## src/rtl/phase_ctrl.sv

```systemverilog
`default_nettype none
// ============================================================================
//  Module      : phase_ctrl
//  Description : Phase sequencer for the multicycle core. Drives the one-hot
//                phase vector {w,m,x,r,f} so that each phase bit is high for
//                exactly one cycle per instruction. Memory wait states are
//                inserted before F (instruction fetch) and before M (data
//                access). The M phase is skipped for non-memory instructions.
//                The block also handles run/halt control and traps memory
//                timeouts into a sticky bus-error state.
//  Ports       : clk, rst     - clock, synchronous active-high reset
//                run          - level, start/continue execution
//                halt_req     - decoded halt, sampled in X
//                mem_op       - instruction needs data memory, sampled in X
//                mem_ack      - memory completion, honoured only during a request
//                phase[4:0]   - one-hot {w,m,x,r,f}
//                mem_req      - memory request active
//                mem_fetch    - 1 = fetch request, 0 = data request
//                retire       - one-cycle pulse in W
//                halted       - high in HALT
//                bus_err      - sticky, high in ERR
//                cycles       - perf cycle counter (PHASE_PERF_EN only)
//                instret      - perf retired-instruction counter (PHASE_PERF_EN only)
//  Options     : PHASE_PERF_EN - when defined, builds the cycles/instret
//                counters; otherwise both read as constant 0.
//  Revision    : 1.0 - initial release
// ============================================================================
module phase_ctrl #(
    parameter int MEM_TIMEOUT = 15,
    parameter int TO_W        = 8
) (
    input  logic        clk,
    input  logic        rst,
    input  logic        run,
    input  logic        halt_req,
    input  logic        mem_op,
    input  logic        mem_ack,
    output logic [4:0]  phase,
    output logic        mem_req,
    output logic        mem_fetch,
    output logic        retire,
    output logic        halted,
    output logic        bus_err,
    output logic [31:0] cycles,
    output logic [31:0] instret
);

    localparam logic [3:0] c_ST_IDLE = 4'd0;
    localparam logic [3:0] c_ST_FREQ = 4'd1;
    localparam logic [3:0] c_ST_F    = 4'd2;
    localparam logic [3:0] c_ST_R    = 4'd3;
    localparam logic [3:0] c_ST_X    = 4'd4;
    localparam logic [3:0] c_ST_MREQ = 4'd5;
    localparam logic [3:0] c_ST_M    = 4'd6;
    localparam logic [3:0] c_ST_W    = 4'd7;
    localparam logic [3:0] c_ST_HALT = 4'd8;
    localparam logic [3:0] c_ST_ERR  = 4'd9;

    // Counter value seen during the last allowed request cycle; the counter
    // holds (request cycle number - 1).
    localparam logic [TO_W-1:0] c_TO_LAST = TO_W'(MEM_TIMEOUT - 1);

    logic [3:0]      r_state;
    logic [3:0]      w_state_nxt;
    logic [TO_W-1:0] r_to_cnt;
    logic [TO_W-1:0] w_to_nxt;
    logic            r_halt_pend;

    logic [4:0]      r_phase;
    logic            r_mem_req;
    logic            r_mem_fetch;
    logic            r_retire;
    logic            r_halted;
    logic            r_bus_err;

    // Next-state and timeout-counter logic
    always_comb begin
        w_state_nxt = r_state;
        w_to_nxt    = r_to_cnt;
        case (r_state)
            c_ST_IDLE: if (run) w_state_nxt = c_ST_FREQ;
            c_ST_FREQ: begin
                // An ack in the expiry cycle still counts as success.
                if (mem_ack)                    w_state_nxt = c_ST_F;
                else if (r_to_cnt == c_TO_LAST) w_state_nxt = c_ST_ERR;
                else                            w_to_nxt    = r_to_cnt + 1'b1;
            end
            c_ST_F:    w_state_nxt = c_ST_R;
            c_ST_R:    w_state_nxt = c_ST_X;
            c_ST_X:    w_state_nxt = mem_op ? c_ST_MREQ : c_ST_W;
            c_ST_MREQ: begin
                if (mem_ack)                    w_state_nxt = c_ST_M;
                else if (r_to_cnt == c_TO_LAST) w_state_nxt = c_ST_ERR;
                else                            w_to_nxt    = r_to_cnt + 1'b1;
            end
            c_ST_M:    w_state_nxt = c_ST_W;
            c_ST_W: begin
                if (r_halt_pend) w_state_nxt = c_ST_HALT;
                else if (!run)   w_state_nxt = c_ST_IDLE;
                else             w_state_nxt = c_ST_FREQ;
            end
            // run must fall before a halted core can be restarted
            c_ST_HALT: if (!run) w_state_nxt = c_ST_IDLE;
            c_ST_ERR:  w_state_nxt = c_ST_ERR;
            default:   w_state_nxt = c_ST_IDLE;
        endcase

        // Every fresh request starts counting from zero
        if ((w_state_nxt == c_ST_FREQ || w_state_nxt == c_ST_MREQ) && (w_state_nxt != r_state))
            w_to_nxt = '0;
    end

    // State register with outputs registered from the next state, so each
    // output is aligned with the state it belongs to and has no input path.
    always_ff @(posedge clk) begin
        if (rst) begin
            r_state     <= c_ST_IDLE;
            r_to_cnt    <= '0;
            r_halt_pend <= 1'b0;
            r_phase     <= 5'b00000;
            r_mem_req   <= 1'b0;
            r_mem_fetch <= 1'b0;
            r_retire    <= 1'b0;
            r_halted    <= 1'b0;
            r_bus_err   <= 1'b0;
        end else begin
            r_state  <= w_state_nxt;
            r_to_cnt <= w_to_nxt;

            if (r_state == c_ST_X)      r_halt_pend <= halt_req;
            else if (r_state == c_ST_W) r_halt_pend <= 1'b0;

            r_phase[0]  <= (w_state_nxt == c_ST_F);
            r_phase[1]  <= (w_state_nxt == c_ST_R);
            r_phase[2]  <= (w_state_nxt == c_ST_X);
            r_phase[3]  <= (w_state_nxt == c_ST_M);
            r_phase[4]  <= (w_state_nxt == c_ST_W);
            r_mem_req   <= (w_state_nxt == c_ST_FREQ) || (w_state_nxt == c_ST_MREQ);
            r_mem_fetch <= (w_state_nxt == c_ST_FREQ);
            r_retire    <= (w_state_nxt == c_ST_W);
            r_halted    <= (w_state_nxt == c_ST_HALT);
            r_bus_err   <= (w_state_nxt == c_ST_ERR);
        end
    end

    assign phase     = r_phase;
    assign mem_req   = r_mem_req;
    assign mem_fetch = r_mem_fetch;
    assign retire    = r_retire;
    assign halted    = r_halted;
    assign bus_err   = r_bus_err;

`ifdef PHASE_PERF_EN
    logic [31:0] r_cycles;
    logic [31:0] r_instret;

    always_ff @(posedge clk) begin
        if (rst) begin
            r_cycles  <= '0;
            r_instret <= '0;
        end else begin
            if (r_state != c_ST_IDLE && r_state != c_ST_HALT && r_state != c_ST_ERR)
                r_cycles <= r_cycles + 32'd1;
            if (r_state == c_ST_W)
                r_instret <= r_instret + 32'd1;
        end
    end

    assign cycles  = r_cycles;
    assign instret = r_instret;
`else
    assign cycles  = 32'd0;
    assign instret = 32'd0;
`endif

endmodule
`default_nettype wire

```

## config.mk

```make
export PLATFORM = sky130hd
export DESIGN_NAME = phase_ctrl
export DESIGN_NICKNAME = d
export VERILOG_FILES = /design/src/rtl/phase_ctrl.sv
export SDC_FILE = /design/constraint.sdc
export NUM_CORES = 1
export LEC_CHECK = 0
export CELL_PAD_IN_SITES_DETAIL_PLACEMENT = 0
export CELL_PAD_IN_SITES_GLOBAL_PLACEMENT = 1
export CORE_ASPECT_RATIO = 0.7
export CORE_MARGIN = 2
export CORE_UTILIZATION = 28
export DETAILED_ROUTE_END_ITERATION = 7
export GPL_ROUTABILITY_DRIVEN = 0
export GPL_TIMING_DRIVEN = 0
export PLACE_DENSITY_LB_ADDON = 0.1
export REMOVE_ABC_BUFFERS = 1
export SKIP_LAST_GASP = 1
export SYNTH_ARGS = -nofsm -noshare
export SYNTH_HDL_FRONTEND = slang
export SYNTH_SLANG_ARGS = --single-unit
```

## constraint.sdc

```tcl
create_clock -name clk -period 2.2 [get_ports clk]
set_input_delay 0.22 -clock clk [delete_from_list [all_inputs] [get_ports clk]]
set_output_delay 0.22 -clock clk [all_outputs]
set_load 0.03 [all_outputs]
```

==> results.json <==
{
  "status": "finished clean",
  "min_path_cells": 2,
  "fin_crit_ns": 1.94,
  "drive_gt1_share_pct": 9.68,
  "synth_edf_count": 0,
  "final_net_count": 195,
  "path_cells": "nand3b_1 > o2bb2ai_1 > a2bb2oi_2 > nor4_4 > nor3_1",
  "cpPeakStageDelay_ns": 0.63,
  "wirelength_mm": 2.45,
  "rsz0062_at_grt": "false",
  "worst_r2r_path_depth": 5,
  "fp.dieH_um": 66.2,
  "finalHoldViolations": 0,
  "synth_cells": 173,
  "wl_per_cell_um": 9.51,
  "power.density_mw_per_mm2": 736,
  "ys_seq_elements": 22,
  "fin_crit_sh_pct": 88.1,
  "drc_errors": 0,
  "clock_skew_ns": 0.00273,
  "std_cell_rows": 22,
  "post-place-ws_ns": 0.0490,
  "dpl.hpwl_mm": 1.88,
  "drt_iter0_drc": 39,
  "critPathLaunchType": "flip-flop",
  "dieArea_mm2": 0.00614,
  "ys.flop_type": "dfxtp_1",
  "hold_class": "flip-flop to flip-flop",
  "grt.overflow.total": 0,
  "leakagePower_uw": 0.000660,
  "cts_num_sinks": 22,
  "grt_pass1_vias": 840,
  "clock_latency_ns": 0.26,
  "antenna_found_initial": 0,
  "end_kind": "flip-flop",
  "internal_power_uw": 738,
  "synth_area_mm2": 0.00155,
  "synth_area_leaders": "buf_4, dfxtp_1, nor3_2",
  "ys.warnings.count": 0,
  "p_comb_share_pct": 28.8,
  "sequentialPowerShare_pct": 38.3,
  "worstPathRequired_ns": 2.33,
  "layout_setup_ws_ns": 0.261,
  "ys_async_sr_fraction_pct": 0,
  "viasPerCell": 3.78,
  "ir_drop_mv": 0.294,
  "report.final.slew_viol_count": 0,
  "post-cts-setup-buffers": 0,
  "timing.slew.headroom_pct": 53.6,
  "cts_root_buf": "clkbuf_8",
  "critPathSlowestCell": "nor4_4",
  "vias": 975,
  "insertedDiodeCount": 0,
  "synth_top_cell_by_area": "buf_4",
  "arrival_ns": 2.06,
  "ios": 80,
  "first_pass_iters": 4,
  "crit_type": "flip-flop to flip-flop",
  "fillers": 570,
  "post_cts_resized": 0,
  "port_buffers": 15,
  "grt_start_max_net_pins": 16,
  "h-tree-depth": 1,
  "grt_use_total_pct": 8.12,
  "postCtsHoldBufs": 0,
  "cts_tree": "yes",
  "pwr-share-clk_pct": 32.9,
  "worst_pin_slew_ns": 0.694,
  "fmax_mhz": 516,
  "setup_viol": 0,
  "die_w_um": 92.8,
  "cts_made_buffers": 3,
  "grt_pass1_wl_mm": 3.92,
  "reg2reg_slack_ns": 0.26,
  "p_sw_uw": 417,
  "yosysSeqAreaShare_pct": 28.5,
  "synth_top_area_share_pct": 31.6,
  "syn_area_per_cell_um2": 8.94,
  "fin_setup_tns_ns": 0,
  "synthDistinctLibCells": 44,
  "clk_pin_slew_worst_paths_ns": 0.08,
  "clockBufferDepth": 2,
  "cp_max_fo": 12,
  "cap_viol_max_count": 0,
  "final_antenna_net_count": 0,
  "area_growth_pct": 1.46,
  "core-area_mm2": 0.00529,
  "initial_core_util_pct": 29.3,
  "p_sw_share_pct": 36.1
}
-- power groups by stage --
| stage | clock, µW | combinational [µW] | sequential (µW) |
|---|---|---|---|
| after floorplan | 0 | 243 | 471 |
| after global placement | 0 | 331 | 452 |
| after detailed placement | 0 | 331 | 452 |
| after CTS | 392 | 333 | 442 |
| after global routing | 403 | 356 | 447 |
| final | 380 | 332 | 442 |
-- critical path: cells and delay by family, from the launching register on --
family / cells / cell delay (ns)
and+or+nand+nor: 3 / 0.86
DFF: 1 / 0.56
AOI/OAI and AO/OA: 2 / 0.36
-- sequential cells by signal (all words and copies together), names as in the netlist --
name and flops:
mem_fetch 1, halted 1, phase 5, bus_err 1, r_to_cnt 8, r_halt_pend 1
r_state 4, mem_req 1
-- cell families after synthesis --
family,share of synthesized area (%)
buf+inv,35.0
simple gates,22.3
flops,28.5
compound gates,8.41
xor+xnor,3.96
fa+ha+maj,1.62
other cells,0.242
-- area by class of cell --
class	count	area, µm²	area share [%]
multi-input cells	141	802	51.1
flip-flops and latches	22	440	28.1
repair buffers	15	150	9.57
well taps	72	90.1	5.74
clock buffers	3	41.3	2.63
clock inverters	1	30.0	1.91
inverters	4	15.0	0.957
-- synthesized netlist by cell type, types with 3 or more instances --
| cell | number |
|---|---|
| o21ai_0 | 3 |
| a21oi_1 | 3 |
| nand2_1 | 5 |
| nor2_1 | 11 |
| xnor2_1 | 5 |
| inv_1 | 4 |
| buf_4 | 65 |
| and3_1 | 3 |
| dfxtp_1 | 22 |
| nor3_1 | 5 |
| nor3_2 | 6 |
| buf_6 | 3 |
-- metal layers --
layer  up-vias  GRT usage (%)  routed length, µm
li1        474              -                  -
met1       436           10.8               1180
met2        60           12.4                983
met3         5           1.25                232
met4         0           4.96                 58
met5         -              0                  0
-- placed cells by master, fill, tap and decap left out, types with 2 or more instances in the layout --
cell type,Yosys,routed
and3_1,3,3
nor3_2,6,6
clkdlybuf4s50_1,0,15
conb_1,1,64
xor2_1,2,2
a21oi_1,3,3
nand2_1,5,5
nand3_1,2,2
o21ai_0,3,3
nor4_1,2,2
nor3_1,5,5
clkbuf_8,0,3
ha_1,2,2
dfxtp_1,22,22
nor2b_1,2,2
xnor2_1,5,5
nor2_1,11,11
and2_1,2,2
inv_1,4,4
-- final timing paths --
path          startpoint           to
min          r_to_cnt[7]  r_to_cnt[7]
min reg2reg  r_to_cnt[7]  r_to_cnt[7]
max reg2reg   r_state[1]  r_to_cnt[1]
max           r_state[1]  r_to_cnt[1]
-- metrics by stage --
| step | cell area, µm² | hold slack, ns | utilization, % | total power, µW | cells |
|---|---|---|---|---|---|
| after floorplan | 1260 | 0.290 | - | 715 | 167 |
| after global placement | 1500 | 0.540 | 28.3 | 783 | 254 |
| after detailed placement | 1500 | 0.564 | 28.3 | 784 | 254 |
| after CTS | 1570 | 0.578 | 29.7 | 1170 | 258 |
| after global routing | 1570 | 0.598 | 29.7 | 1210 | 258 |
| final | 1570 | 0.565 | 29.7 | 1150 | 258 |
Note: power is estimated with default switching activity, not from simulation.
